`src/rtl/mem_pkt_writer.sv`:
```
// rtl/mem_pkt_writer.sv - packs a byte stream little-endian into 32-bit memory-port writes
module mem_pkt_writer #(
  parameter int MAX_LEN = 1024
) (
  input  logic        clk,
  input  logic        rst_n,
  input  logic        start_i,
  input  logic [13:0] base_addr_i,
  input  logic        byte_valid_i,
  input  logic [7:0]  byte_data_i,
  input  logic        byte_last_i,
  output logic        byte_ready_o,
  output logic        busy_o,
  output logic        done_o,
  output logic        trunc_o,
  output logic [13:0] byte_cnt_o,
  output logic        mem_en_o,
  output logic [3:0]  mem_we_o,
  output logic [13:0] mem_addr_o,
  output logic [31:0] mem_data_o
);

  typedef enum logic [1:0] {IDLE, COLLECT, DONE} state_t;

  state_t      state, state_nxt;
  logic [11:0] word_ptr;
  logic [1:0]  lane;
  logic [31:0] acc;
  logic [3:0]  mask;

  logic        accept, flush, finish, hit_max;
  logic [13:0] cnt_inc;
  logic [31:0] acc_merged;
  logic [3:0]  mask_merged;

  always_ff @(posedge clk or negedge rst_n) begin
    if (!rst_n) state <= IDLE;
    else        state <= state_nxt;
  end

  always_comb begin
    state_nxt    = state;
    byte_ready_o = (state == COLLECT);
    busy_o       = (state != IDLE);
    accept       = (state == COLLECT) && byte_valid_i;
    cnt_inc      = byte_cnt_o + 14'd1;
    hit_max      = (cnt_inc == 14'(MAX_LEN));
    acc_merged   = acc | ({24'd0, byte_data_i} << {lane, 3'b000});
    mask_merged  = mask | (4'b0001 << lane);
    finish       = accept && (byte_last_i || hit_max);
    flush        = accept && ((lane == 2'd3) || byte_last_i || hit_max);
    case (state)
      IDLE:    if (start_i) state_nxt = COLLECT;
      COLLECT: if (finish)  state_nxt = DONE;
      DONE:    state_nxt = IDLE;
      default: state_nxt = IDLE;
    endcase
  end

  always_ff @(posedge clk or negedge rst_n) begin
    if (!rst_n) begin
      word_ptr   <= '0;
      lane       <= '0;
      acc        <= '0;
      mask       <= '0;
      byte_cnt_o <= '0;
      trunc_o    <= 1'b0;
      done_o     <= 1'b0;
      mem_en_o   <= 1'b0;
      mem_we_o   <= '0;
      mem_addr_o <= '0;
      mem_data_o <= '0;
    end else begin
      // Write strobes are single-cycle; addr/data simply hold between writes.
      mem_en_o <= 1'b0;
      mem_we_o <= '0;
      done_o   <= (state == DONE);
      if (state == IDLE && start_i) begin
        word_ptr   <= base_addr_i[13:2];
        lane       <= base_addr_i[1:0];
        byte_cnt_o <= '0;
        trunc_o    <= 1'b0;
        acc        <= '0;
        mask       <= '0;
      end
      if (accept) begin
        byte_cnt_o <= cnt_inc;
        lane       <= lane + 2'd1;
        if (flush) begin
          mem_en_o   <= 1'b1;
          mem_we_o   <= mask_merged;
          mem_addr_o <= {word_ptr, 2'b00};
          mem_data_o <= acc_merged;
          acc        <= '0;
          mask       <= '0;
          word_ptr   <= word_ptr + 12'd1;
          trunc_o    <= hit_max && !byte_last_i;
        end else begin
          acc  <= acc_merged;
          mask <= mask_merged;
        end
      end
    end
  end

endmodule

```
`config.mk`:
```
export PLATFORM = sky130hd
export DESIGN_NAME = mem_pkt_writer
export DESIGN_NICKNAME = d
export VERILOG_FILES = /design/src/rtl/mem_pkt_writer.sv
export SDC_FILE = /design/constraint.sdc
export NUM_CORES = 1
export LEC_CHECK = 0
export CAP_MARGIN = 20
export CORE_MARGIN = 4
export CORE_UTILIZATION = 45
export CTS_CLUSTER_DIAMETER = 150
export DETAILED_ROUTE_END_ITERATION = 12
export DONT_BUFFER_PORTS = 1
export GPL_TIMING_DRIVEN = 0
export HOLD_SLACK_MARGIN = 0.06
export PLACE_DENSITY = 0.6
export SYNTH_ARGS = -nofsm -noshare
export SYNTH_HDL_FRONTEND = slang
export SYNTH_SLANG_ARGS = --single-unit
```
`constraint.sdc`:
```
create_clock -name clk -period 3 [get_ports clk]
set_clock_uncertainty 0.2 [all_clocks]
set_input_delay 0.9 -clock clk [delete_from_list [all_inputs] [get_ports clk]]
set_output_delay 0.9 -clock clk [all_outputs]
set_load 0.01 [all_outputs]
```
== After elaboration in Yosys (flattened, before gate mapping) ==
Index checks and enable logic that the tools add are counted.
Word-level totals
  bits in registers: 117
  output and inout bits: 69
  word-level logic and storage cells: 62
Cells by class
  add/sub/neg operators: 3
  equal/unequal tests: 6
  shifts and indexed selects: 2
  mux-type cells: 23
  bitwise logic cells: 2
  reductions and logical operators: 14
Operators by type and width (count)
  32-bit 2-to-1 mux: 3
  12-bit 2-to-1 mux: 3
  32-bit bitwise OR: 1
  8-bit by 5-bit << shifter with 32-bit output: 1
  14-bit 2-to-1 mux: 2
  4-bit 2-to-1 mux: 5
  14-bit by 1-bit adder with 14-bit output (second input constant): 1
  14-bit by 11-bit == test with 1-bit output (second input constant): 1
  12-bit by 1-bit adder with 12-bit output (second input constant): 1
  2-bit 2-to-1 mux: 4
  1-bit logical AND: 5
  1-bit 2-to-1 mux: 5
  2-bit == test (second input constant): 2
  4-bit bitwise OR: 1
  2-bit one-hot mux with 2 select lines: 1
  2-bit AND reduction: 2
  2-bit nonzero test: 2
  1-bit by 2-bit << shifter with 4-bit output (first input constant): 1
  1-bit logical OR: 3
  2-bit by 1-bit adder with 2-bit output (second input constant): 1
  2-bit by 1-bit == test with 1-bit output (second input constant): 1
  2-bit zero test: 1
  2-bit by 1-bit != test with 1-bit output (second input constant): 1
  2-bit != test (second input constant): 1
  1-bit zero test: 1

== Longest topological paths before layout ==
Gate-level depths: netlist (run 1).
  word-level depth: 6
  mapped depth: 11
  mapped depth without buffers: 9

== Least setup slack after synthesis (run 1) ==
Ideal clock, no wire load.
  path kind: flip-flop to flip-flop
  from: register byte_cnt_o[0]
  to: register mem_addr_o[10]
  library setup time: 0.125 ns
  arrival: 2.659 ns
  data required time: 2.675 ns
  path slack: 0.016 ns
  cell stages (with the launch flop): 10
  buffers on the path: 1
  cell sequence: dfrtp_1 -> ha_1 -> nand2_1 -> a211oi_1 -> o311ai_0 -> a2111oi_4 -> a21o_1 -> o21ai_4 -> buf_2 -> mux2_2
On the way
  longest elaborated chain between the ends: 5
Ends and longest elaborated chain
  start, declared: RTL line 16  | output logic [13:0] byte_cnt_o,
  start signal, assigned: RTL line 87  | byte_cnt_o <= cnt_inc;
  14-bit by 1-bit adder with 14-bit output: RTL line 46  | cnt_inc = byte_cnt_o + 14'd1;
  14-bit by 11-bit == test with 1-bit output: RTL line 47  | hit_max = (cnt_inc == 14'(MAX_LEN));
  1-bit logical OR: RTL line 51  | flush = accept && ((lane == 2'd3) || byte_last_i || hit_max);
  1-bit logical AND: RTL line 51
  2-bit AND reduction (no line)
  end signal, assigned: RTL line 92  | mem_addr_o <= {word_ptr, 2'b00};
  end, declared: RTL line 19  | output logic [13:0] mem_addr_o,
Every way passes these cells.
A chain may end at the register's enable or synchronous reset.

== Worst setup path after layout (run 1) ==
  from: register byte_cnt_o[4]
  to: register word_ptr[3]
On the way
  longest elaborated chain between the ends: 6
Ends and longest elaborated chain
  14-bit by 1-bit adder with 14-bit output: RTL line 46
  14-bit by 11-bit == test with 1-bit output: RTL line 47
  1-bit logical OR: RTL line 51
  1-bit logical AND: RTL line 51
  12-bit 2-to-1 mux: RTL line 89  | if (flush) begin
  12-bit 2-to-1 mux: RTL line 86  | if (accept) begin
  end signal, assigned: RTL line 79  | word_ptr <= base_addr_i[13:2];
  end signal, assigned: RTL line 96  | word_ptr <= word_ptr + 12'd1;
  end, declared: RTL line 26  | logic [11:0] word_ptr;
Every way passes these cells.

==> results.md, run 1 <==
Detailed routing:
- The average routed wire per standard cell is 21.0 um.
- The post-route DRC violation count is 0.
- The number of violations reported at the end of detailed-routing iteration 0 is 354.
- The count of nets left with antenna violations once routing finished came out at 0.
- After detailed routing, the total wire length is 15.5 mm.
- The detailed-router iteration count before antenna repair is 6.
- The vias after detailed routing is 4,638.
- In the routed layout, each cell is associated on average with a via count of 6.28.

Clocking:
- The CTS H-tree depth is 4.
- The clock net sink count is 117.
- Clock tree synthesis inserted a total of 17 buffers.
- The clock tree root buffer cell is clkbuf_16.
- The insertion delay of the later-clocked pin in the worst-skew pair is 0.42 ns.
- Clock-pin slew was measured on the worst setup and hold paths at 0.06 ns.
- TritonCTS built the clock tree.
- The clock tree buffer depth is 2.

Outcome:
- The final reports fail on hold timing, setup timing.
- The run finished, with violations left.

Floorplanning:
- The initial utilization of the core area, before any placement, comes to 46.8%.
- The die height is 118 um.
- In this run the count of I/O pins placed on the die edge is 96.
- The floorplan step defined a die boundary enclosing 14,000 sq um.
- The horizontal die dimension is 118 um.
- The cell row count is 39.
- The core area is 11,700 sq um.

Synthesis:
- Dividing the synthesized area by the synthesized cell count gives 10.1 sq um.
- The warning count from the yosys run is 0.
- In the synthesized netlist the async set-or-reset flop fraction comes to 100%.
- The top cell type by area accounts for 53.6% of the synthesized area.
- The most used flip-flop cell after synthesis is dfrtp_1.
- After synthesis, the cell types taking the most area are dfrtp_1 (54%), o21ai_0 (7.7%), a32o_1 (5.3%).
- The synthesized flop and latch total is 117.
- Yosys mapped the design onto 58 distinct sky130hd cell types.
- In this run the cell area of the synthesized design comes to 5460 sq um.
- The count of mapped cells out of synthesis is 541.
- The number of flops mapped to enable cells by yosys is 0.
- The cell type with the largest total area after synthesis is dfrtp_1.
- The part of the Yosys area used for sequential elements is 53.6%.

Worst setup path:
- The critical path startpoint category is a flip-flop.
- The arrival time of the worst setup path is 3.13 ns.
- The required arrival time at the worst endpoint is 3.11 ns.
- The critical path is of the reg2reg type.
- The type of element capturing the critical path is a flip-flop.
- The worst-path maximum fanout is 6.

Pwr:
- The switching power share of the total is 36.2%.
- For this design the total switching power over the nets is 0.00225 W.
- The worst-case vdd ir drop is 0.517 mV.
- Combinational logic is responsible for 26.3% of the overall power.
- The share of power burned in the clock network is 33.1%.
- Summed over all cells, the static leakage comes to 2.87 nW.
- Power spread over the standard cell area amounts to 930 nW/um^2.
- The part of the total power dissipated in sequential elements is 40.5%.
- The internal power of the cells totals 0.00397 W.

STA:
- The final period demand of the worst path is 3.02 ns.
- The final worst-path setup slack is -0.0219 ns.
- The period utilization is 101%.
- For the pin with the worst max-slew slack, the measured transition is 0.696 ns.
- Setup violations remaining at the end of the flow were counted as 6.
- The headroom to the max-slew limit is 53.6%.
- The total count of hold-check failures in the final report is 32.
- The fmax is 331 MHz.
- The max-slew violation count is 0.
- The tightest hold path in the finished design has a slack of -0.0287 ns.
- Setup repair after global routing could not meet its margin everywhere.

Global route:
- The maximum number of pins on one net before global-route repair is 118.
- Global routing used 22.2% of the available tracks.
- The global-route wire length before repair is 24.5 mm.
- The initial antenna violation count was 0.
- The total congestion overflow after global routing is 0.
- The number of global-route vias before repair is 4,571.

Final layout:
- For this run, the number of standard cells in the final layout without fillers is 738.
- The flip-flop and latch area is 2940 sq um.
- Compared with the post-synthesis result, the final layout area differs by 22.5%.
- Cells with a size suffix above 1 make up 20.7% of the layout.
- 0 antenna diodes ended up in the layout.
- The total of fill cells in the finished design is 1,014.
- Summing all multi-input logic gate instances after layout gives 2490 sq um.
- The total number of nets in the final design is 616.
- Once layout is done, the placed cells without fillers occupy 6690 sq um.

Job:
- The number of max-cap violations is 0.

Worst hold path:
- In this run the worst hold path is classified as in2async.

Placement:
- The placed instances occupy a cell area of 5640 sq um.
- After detailed placement, the design holds a cell count of 685.
- The last weighted congestion value of the routability-driven placer is 0.827.
- The half-perimeter wire length of the detailed placement result is 9.75 mm.
- In this run the tool buffered the top-level ports with 0 buffer cells.
[critical path, cell delays in order, from the launching register on]
cell	delay, ns
dfrtp_1	0.40
buf_6	0.14
nand4_4	0.16
buf_4	0.21
nor3_4	0.21
mux2i_2	0.31
o21ai_4	0.15
a21o_4	0.27
o21ai_4	0.28
clkbuf_16	0.22
inv_2	0.04
o311a_1	0.31
[routing by layer]
| metal | GRT usage [%] | vias to the layer above | share of wire [%] |
|---|---|---|---|
| met5 | 0 | - | 0 |
| met4 | 8.13 | 0 | 1.8 |
| met3 | 7.50 | 23 | 7.4 |
| met2 | 34.4 | 176 | 48 |
| met1 | 29.1 | 2344 | 43 |
| li1 | - | 2095 | - |
[synth_stat cells, types with 2 or more instances]
cell type	instances
nand2b_1	3
a21oi_1	40
clkbuf_1	28
nor3_1	5
buf_4	4
and2_1	4
a22o_1	2
nor2b_1	3
o21ai_1	7
a21o_1	5
inv_1	7
and3_1	7
o21ai_0	84
o311ai_1	2
mux2_2	10
a211oi_1	17
nand4_1	7
ha_1	7
buf_2	8
a31o_2	2
nor4_1	2
or2_2	2
dfrtp_1	117
nor2_1	52
mux2i_1	3
nand3_1	12
a32o_1	29
buf_1	8
a31oi_1	8
nand2_1	24
o31ai_1	4
a311oi_1	2
[area by class of cell]
class	count	area share [%]
inverter	8	0.449
sequential	117	43.9
tap	143	2.68
timing repair buffer	25	3.24
buffer	43	3.46
clock buffer	19	6.62
clock inverter	13	2.36
multi-input combinational	370	37.3
[per-stage QoR]
| stage | TNS, ns | util (%) | hold slack (ns) | total power, W | setup WS [ns] |
|---|---|---|---|---|---|
| final | -0.0284 | 57.3 | -0.0287 | 0.00622 | -0.0219 |
| after global routing | -0.853 | 57.3 | -0.0481 | 0.00660 | -0.104 |
| after CTS | 0 | 55.2 | -0.0394 | 0.00617 | 0.00140 |
| after detailed placement | -49.48 | 48.4 | 0.238 | 0.00400 | -0.743 |
| after global placement | -44.67 | 48.4 | 0.229 | 0.00394 | -0.634 |
| after floorplan | 0 | - | 0.217 | 0.00350 | 0.0159 |
[power groups by stage]
stage | clock, W | combinational, W | sequential, W
after floorplan | 0 | 0.00110 | 0.00241
after global placement | 0 | 0.00142 | 0.00252
after global routing | 0.00216 | 0.00185 | 0.00259
after CTS | 0.00208 | 0.00156 | 0.00253
final | 0.00206 | 0.00164 | 0.00252
after detailed placement | 0 | 0.00146 | 0.00254
[path summary, 6_finish.rpt]
check                              startpoint            end  slack [ns]  depth (start not counted)
max in group asynchronous               rst_n  byte_cnt_o[5]        2.39                          0
worst max-delay path            byte_cnt_o[4]    word_ptr[3]       -0.02                         11
worst max register to register  byte_cnt_o[4]    word_ptr[3]       -0.02                         11
min in group clk                     state[0]         done_o        0.25                          1
worst min register to register       state[0]         done_o        0.25                          1
worst min-delay path                    rst_n  byte_cnt_o[9]       -0.03                          0
[sequential cells by signal, summed over array words and instances (netlist names)]
signal and count:
acc 32, byte_cnt_o 14, done_o 1, lane 2, mask 4, mem_addr_o 12
mem_data_o 32, mem_en_o 1, mem_we_o 4, state 2, trunc_o 1, word_ptr 12
[cell families (layout without fill, tap and decap cells)]
kind of cell / count (synthesis) / count (layout) / share of synthesized area, %
flip-flops: 117 / 117 / 53.6
AO/OA/AOI/OAI: 216 / 217 / 25.9
XOR/XNOR: 2 / 2 / 0.321
multiplexers: 14 / 14 / 2.82
AND/OR/NAND/NOR: 128 / 128 / 11.3
buffers and inverters: 56 / 108 / 4.31
adder cells (fa/ha/maj): 7 / 7 / 1.60
other: 1 / 2 / 0.0687
[placed cells by master (no fill, tap or decap), drive strengths merged, types with 3 or more instances in the layout]
cell type	count
mux2i	3
inv	8
nor3	5
clkinvlp	4
nor4	3
nand2	24
a31oi	8
a211oi	18
ha	7
clkinv	6
mux2	11
buf	47
clkbuf	39
and2	4
a21oi	40
nor2	53
o21ai	93
bufinv	3
and3	7
a32o	29
nand3	12
nand2b	3
nor2b	3
o311ai	3
o31ai	4
dfrtp	117
nand4	8
a21o	5
[repair_timing]
item	CTS	global route
pin swaps	6	7
resized for setup	36	52
buffers inserted	9	16
setup endpoints to repair	97	95
hold endpoints to repair	117	117
gates cloned	0	2
Note: power is estimated with default switching activity, not from simulation.
==> run 2, diff against run 1 <==
--- a/config.mk
+++ b/config.mk
@@ -7,13 +7,14 @@
 export LEC_CHECK = 0
 export CAP_MARGIN = 20
 export CORE_MARGIN = 4
-export CORE_UTILIZATION = 45
+export CORE_UTILIZATION = 40
 export CTS_CLUSTER_DIAMETER = 150
 export DETAILED_ROUTE_END_ITERATION = 12
 export DONT_BUFFER_PORTS = 1
 export GPL_TIMING_DRIVEN = 0
 export HOLD_SLACK_MARGIN = 0.06
-export PLACE_DENSITY = 0.6
+export PLACE_DENSITY = 0.54
+export SLEW_MARGIN = 20
 export SYNTH_ARGS = -nofsm -noshare
 export SYNTH_HDL_FRONTEND = slang
 export SYNTH_SLANG_ARGS = --single-unit
==> results.md, run 2 (same netlist as run 1, synthesis figures left out) <==
Outcome:
- The flow ran to the end, but the final reports show violations.
- The final reports fail on hold timing.

Worst setup path:
- Traced cell by cell, the critical path runs through buf_6 -> nand3_4 -> nor4_4 -> xor2_2 -> a2111oi_4 -> buf_4 -> a211oi_4 -> buf_4 -> a211oi_1 -> a211oi_2.
- The longest individual stage delay on the worst path came to 0.50 ns (+0.10 ns).
- The buffers plus inverters on the worst setup path is 3 (-1).
- The category of the critical setup timing path is reg2reg.
- The required arrival time at the worst endpoint is 3.13 ns (+0.02 ns).
- The critical path startpoint category is a flip-flop.
- The cell family contributing the most delay on the critical path is compound AO/OA/AOI/OAI gates.
- The critical path's most frequent cell is buf_4.
- The worst-path maximum fanout is 8 (+2).
- The slowest library cell on the worst path is a211oi_4.
- The depth of the worst register-to-register path was 10 (-1).
- The arrival time of the worst setup path is 3.08 ns (-0.05 ns).
- STA classifies the critical path endpoint as a flip-flop.
- The total number of cells along the worst setup path came to 10 (-1).

Detailed routing:
- The remaining antenna violation count after routing is 0 (unchanged).
- The vias after detailed routing is 4,478 (-3.4%).
- The total wire length was 15.3 mm (-1.3%).
- The vias per cell is 5.85 (-7.0%).
- The number of violations reported at the end of detailed-routing iteration 0 is 346 (-2.3%).
- The average routed wire per standard cell is 20.0 um (-4.9%).
- The post-route DRC violation count was 0 (unchanged).
- The detailed-router iteration count before antenna repair is 5 (-1).

Clocking:
- The CTS H-tree depth is 4 (unchanged).
- The clock tree root buffer cell is clkbuf_16.
- The TritonCTS buffer count is 17 (unchanged).
- The clock-pin transition on the worst setup and hold timing paths came to 0.05 ns (about the same).
- The clock tree buffer depth was 2 (unchanged).
- The TritonCTS clock tree is built.
- The insertion delay of the later-clocked pin in the worst-skew pair is 0.42 ns (about the same).
- The clock net sink count was 117 (unchanged).

Final layout:
- The number of cells in the finished layout apart from fillers came to 766 (+3.8%).
- The flip-flop and latch area is 2930 sq um (about the same).
- The multi-input logic area is 2500 sq um (+0.40%).
- The library cells used most frequently in the layout, excluding fill and tap cells, are dfrtp_1 (112), o21ai_0 (74), nor2_1 (50), a21oi_1 (39), a32o_1 (29).
- The total of fill cells in the finished design was 1,226 (+21%).
- The final core utilization is 49.9% (-7.5 points).
- In the final layout, the registers with the most flip-flops are acc x32, mem_data_o x32, byte_cnt_o x14.
- The layout cell share with drive strength beyond 1 was 19.5% (-1.2 points).
- The number of inserted diodes is 0 (unchanged).
- The library cell used most frequently in the layout, excluding fill and tap cells, is dfrtp_1.
- The layout overhead on the synthesized area is 21.5%.
- The total number of nets in the final design is 611 (-0.81%).

Placement:
- The number of placed instances with taps included came to 718 (+4.8%).
- The number of buffers added on ports is 0 (unchanged).
- The last weighted congestion value of the routability-driven placer is 0.846 (+2.3%).
- The half-perimeter wire length of the detailed placement result was 10.0 mm (+2.5%).

Global route:
- The total congestion overflow after global routing came to 0 (unchanged).
- The initial antenna violation count is 0 (unchanged).
- The maximum number of pins on one net before global-route repair is 118 (unchanged).
- The global-route wire length before repair is 24.7 mm (+0.84%).
- The global-route usage over all layers was 20.0% (-2.1 points).
- The number of global-route vias before repair was 4,506 (-1.4%).

Pwr:
- The total net switching power was 0.00219 W (-2.9%).
- The share of power burned in combinational logic is 26.7% (+0.4 points).
- The worst-case vdd ir drop is 0.475 mV (-8.1%).
- The part of the total power dissipated in sequential elements was 41.6% (+1.1 points).
- The switching power share of the total is 36.0% (-0.17 points).
- The internal power summed over all cells is 0.00388 W (-2.2%).
- The share of power burned in the clock network is 31.8% (-1.3 points).
- The standby leakage power is 2.78 nW (-3.2%).
- The power density over cell area is 916 nW/um^2 (-1.6%).

STA:
- The fmax came to 339 MHz (+2.5%).
- The accumulated negative setup slack came to 0 ns (+0.0284 ns).
- The final period demand of the worst path is 2.95 ns (-0.0726 ns).
- The worst hold slack across all endpoints was -0.0204 ns (+0.00826 ns).
- The max-slew violation count came to 0 (unchanged).
- The total count of hold-check failures in the final report was 20 (-38%).
- The final count of negative-setup-slack endpoints came to 0 (-6).
- The headroom to the max-slew limit is 55.2% (+1.6 points).
- The period utilization is 98.3% (-2.4 points).
- The slew of the pin with the lowest slew margin is 0.672 ns (-0.0243 ns).
- Setup repair after global routing could not meet its margin everywhere.

Floorplanning:
- The horizontal die dimension is 125 um (+5.7%).
- The cell row count is 42 (+7.7%).
- The die height is 125 um (+5.7%).
- The area enclosed by the die boundary is 15,600 sq um (+12%).
- The boundary pin count was 96 (unchanged).
- The starting density of the core is 41.1% (-5.7 points).
- The core area is 13,300 sq um (+14%).

Job:
- The number of max-cap violations was 0 (unchanged).

Worst hold path:
- The type of the most critical hold path is in2async.
[run 2: changes by cell type in the layout (fill, tap and decap cells not counted), sizes merged]
cell and change:
clkbuf +12, buf -5, clkinv -4, clkinvlp -4, bufinv -2, clkdlybuf4s25 -1
o21ai -1
[run 2: through the flow]
stage	area (sq um)	hold WS (ns)	setup WS [ns]	total power (W)
detailed placement	5680	0.237	-0.663	0.00400
global placement	5680	0.231	-0.631	0.00396
floorplan	5460	0.217	0.0159	0.00350
global route	6630	-0.0452	-0.131	0.00647
finish	6630	-0.0204	0.0507	0.00607
CTS	6360	-0.0356	-0.0316	0.00599
[run 2: final cells by class]
| type | count | area share (%) |
|---|---|---|
| Clock inverter | 3 | 0.604 |
| Inverter | 8 | 0.453 |
| Sequential cell | 117 | 44.3 |
| Timing Repair Buffer | 17 | 1.87 |
| Buffer | 47 | 3.87 |
| Multi-Input combinational cell | 369 | 37.8 |
| Clock buffer | 29 | 7.85 |
| Tap cell | 176 | 3.32 |
[run 2: worst paths after layout]
path                               startpoint             to  slack [ns]
worst max-delay path            byte_cnt_o[2]    word_ptr[8]        0.05
worst min-delay path                    rst_n  byte_cnt_o[6]       -0.02
worst max register to register  byte_cnt_o[2]    word_ptr[8]        0.05
worst min register to register       state[0]         done_o        0.24
max in group asynchronous               rst_n  byte_cnt_o[5]        2.39
min in group clk                     state[0]         done_o        0.24
[run 2: per-layer routing]
metal  track usage [%]  vias up  share of wire, %
met3              6.99       19               7.0
li1                  -     2090                 -
met4              7.27        0               1.7
met5                 0        -                 0
met2              30.5      127                48
met1              26.5     2242                43
[run 2: power by group through the flow]
stage	sequential (W)	clock, W	combinational (W)
after floorplan	0.00241	0	0.00110
after global placement	0.00253	0	0.00143
after detailed placement	0.00254	0	0.00145
after CTS	0.00252	0.00196	0.00151
after global routing	0.00259	0.00205	0.00184
final	0.00252	0.00193	0.00162
[run 2: what timing repair did]
action | 4_1_cts | 5_1_grt
setup endpoints to repair | 97 | 95
endpoints found under the hold margin | 117 | 117
pin swaps | 4 | 12
setup buffers | 7 | 9
cloned | 0 | 1
gates resized for setup | 22 | 79
==> run 3, diff against run 2 <==
--- a/config.mk
+++ b/config.mk
@@ -14,6 +14,7 @@
 export GPL_TIMING_DRIVEN = 0
 export HOLD_SLACK_MARGIN = 0.06
 export PLACE_DENSITY = 0.54
+export REMOVE_ABC_BUFFERS = 1
 export SLEW_MARGIN = 20
 export SYNTH_ARGS = -nofsm -noshare
 export SYNTH_HDL_FRONTEND = slang
==> results.md, run 3 (same netlist as run 1, synthesis figures left out) <==
STA:
- The total count of hold-check failures in the final report came to 10 (-50%).
- The period utilization was 98.6% (+0.32 points).
- The final count of negative-setup-slack endpoints is 0 (unchanged).
- The headroom to the max-slew limit is 30.7% (-25 points).
- The max-slew violation count was 0 (unchanged).
- Setup repair after global routing could not meet its margin everywhere.
- The final period demand of the worst path is 2.96 ns (+0.00949 ns).
- The accumulated negative setup slack is 0 ns (unchanged).
- The worst hold slack across all endpoints came to -0.0159 ns (+0.00448 ns).
- The slew of the pin with the lowest slew margin is 1.04 ns (+0.364 ns).
- The fmax is 338 MHz (-0.32%).

Detailed routing:
- The vias per cell is 6.06 (+3.6%).
- The vias after detailed routing is 4,384 (-2.1%).
- The average routed wire per standard cell is 20.4 um (+1.8%).
- The number of violations reported at the end of detailed-routing iteration 0 is 370 (+6.9%).
- The detailed-router iteration count before antenna repair is 5 (unchanged).
- The total wire length is 14.8 mm (-3.8%).
- The remaining antenna violation count after routing is 0 (unchanged).
- The post-route DRC violation count was 0 (unchanged).

Outcome:
- The run finished, with violations left.
- The final reports fail on hold timing.

Floorplanning:
- The die height is 125 um (unchanged).
- The cell row count is 42 (unchanged).
- The area enclosed by the die boundary is 15,600 sq um (unchanged).
- The boundary pin count is 96 (unchanged).
- The starting density of the core is 41.1% (unchanged).
- The core area is 13,300 sq um (unchanged).
- The horizontal die dimension is 125 um (unchanged).

Final layout:
- In the layout the commonest cells are dfrtp_1 (109), o21ai_0 (83), nor2_1 (51), a21oi_1 (39), a32o_1 (29).
- The number of inserted diodes was 0 (unchanged).
- The cell area after layout is 6560 sq um (-1.0%).
- The number of cells in the finished layout apart from fillers came to 724 (-5.5%).
- The layout cell share with drive strength beyond 1 came to 18.8% (-0.70 points).
- The multi-input logic area was 2460 sq um (-1.8%).
- The layout overhead on the synthesized area is 20.2%.
- The largest registers in the layout are acc x32, mem_data_o x32, byte_cnt_o x14.
- The total of fill cells in the finished design is 1,224 (-0.16%).
- The flip-flop and latch area is 2940 sq um (+0.13%).
- The total number of nets in the final design is 569 (-6.9%).
- Leaving out fill and tap cells, the most frequent cell in the layout is dfrtp_1.

Clocking:
- The tree is rooted in a clkbuf_16.
- The TritonCTS clock tree is built.
- The CTS H-tree depth is 4 (unchanged).
- The clock net sink count is 117 (unchanged).
- The insertion delay of the later-clocked pin in the worst-skew pair is 0.42 ns (about the same).
- The clock-pin transition on the worst setup and hold timing paths is 0.05 ns (about the same).
- The clock tree buffer depth came to 2 (unchanged).
- The TritonCTS buffer count is 17 (unchanged).

Placement:
- The instance area after placement is 5630 sq um (-0.88%).
- The number of placed instances with taps included is 676 (-5.8%).
- The half-perimeter wire length of the detailed placement result is 8.74 mm (-13%).
- The last weighted congestion value of the routability-driven placer is 0.862 (+1.9%).
- The number of buffers added on ports was 0 (unchanged).

Worst setup path:
- The slowest library cell on the worst path is dfrtp_2.
- The critical path startpoint category is a flip-flop.
- The worst setup path is of the reg2reg kind.
- The origin of the critical flop-to-flop path is byte_cnt_o[1].
- The required arrival time at the worst endpoint is 3.10 ns (-0.03 ns).
- The worst-path maximum fanout is 8 (unchanged).
- The longest individual stage delay on the worst path is 0.49 ns (about the same).
- The worst setup path startpoint is byte_cnt_o[1].
- The worst setup path is captured at a flip-flop.
- The critical path goes through ha_4 -> a311oi_2 -> a41o_1 -> o311ai_4 -> a2111oi_4 -> a21o_1 -> o21ai_4 -> clkbuf_16 -> buf_16 -> mux2_4.
- The arrival time of the worst setup path is 3.06 ns (-0.02 ns).

Job:
- The number of max-cap violations came to 0 (unchanged).

Pwr:
- The worst-case vdd ir drop is 0.342 mV (-28%).
- The power density over cell area is 951 nW/um^2 (+3.9%).
- The standby leakage power was 2.77 nW (-0.58%).

Global route:
- The initial antenna violation count came to 0 (unchanged).
- The number of global-route vias before repair is 4,308 (-4.4%).
- The global-route usage over all layers is 19.1% (-0.98 points).
- The total congestion overflow after global routing is 0 (unchanged).
- The maximum number of pins on one net before global-route repair came to 118 (unchanged).
- The global-route wire length before repair is 23.8 mm (-4.0%).

Worst hold path:
- The type of the most critical hold path is in2async.
==> run 3: cell count changes in the layout (fill, tap and decap cells not counted), sizes merged <==
| cell | previous run | this run |
|---|---|---|
| buf | 42 | 18 |
| clkbuf | 51 | 28 |
| clkinv | 2 | 4 |
| bufinv | 1 | 2 |
| clkinvlp | 0 | 1 |
| dlymetal6s2s | 0 | 1 |
==> run 3: final timing paths <==
| path | slack, ns | cells past startpoint | to |
|---|---|---|---|
| max | 0.04 | 10 | mem_addr_o[9] |
| min | -0.02 | 0 | byte_cnt_o[12] |
| max in group asynchronous | 2.32 | 0 | state[0] |
| min reg2reg | 0.24 | 1 | done_o |
| min in group clk | 0.24 | 1 | done_o |
| max reg2reg | 0.04 | 10 | mem_addr_o[9] |
==> run 3: area by class of cell <==
cell class | instances | area share, %
Sequential cell | 117 | 44.8
Tap cell | 176 | 3.36
Clock inverter | 7 | 1.39
Timing Repair Buffer | 22 | 4.56
Clock buffer | 25 | 8.01
Inverter | 8 | 0.458
Multi-Input combinational cell | 369 | 37.5
==> run 3: routing by layer <==
metal,GRT usage [%],wire length (um),up-vias,part of all wire (%)
met2,27.3,6510,139,44
met3,6.82,1180,20,8.0
met1,26.3,6750,2228,46
met5,0,0,-,0
li1,-,-,1997,-
met4,7.65,319,0,2.2
==> run 3: repair_timing <==
item | 4_1_cts | 5_1_grt
setup endpoints to repair | 98 | 73
resized for setup | 21 | 22
pin swaps | 4 | 7
setup buffers | 6 | 7
gates cloned | 0 | 3
hold endpoints to repair | 117 | 117
==> run 3: worst max-delay path: cells and delay by family (launching register included) <==
kind	cells	cell delay [ns]
adder cells (fa/ha/maj)	1	0.22
AO/OA/AOI/OAI	6	1.27
buffers and inverters	2	0.35
multiplexers	1	0.29
flip-flops	1	0.49
==> run 3: report_power, final <==
part	internal, W	switching [W]
logic	0.000680	0.000956
clock network	0.00137	0.000707
registers	0.00201	0.000513
==> run 3: per-stage QoR <==
step                util, %  power [W]  setup WS [ns]  hold WS (ns)
global route           49.4    0.00666        -0.0400       -0.0419
finish                 49.4    0.00624         0.0413       -0.0159
global placement       41.2    0.00387          -2.20         0.223
floorplan                 -    0.00343         -0.727         0.217
CTS                    47.8    0.00617      -0.000607       -0.0354
detailed placement     42.4    0.00402         -0.925         0.231
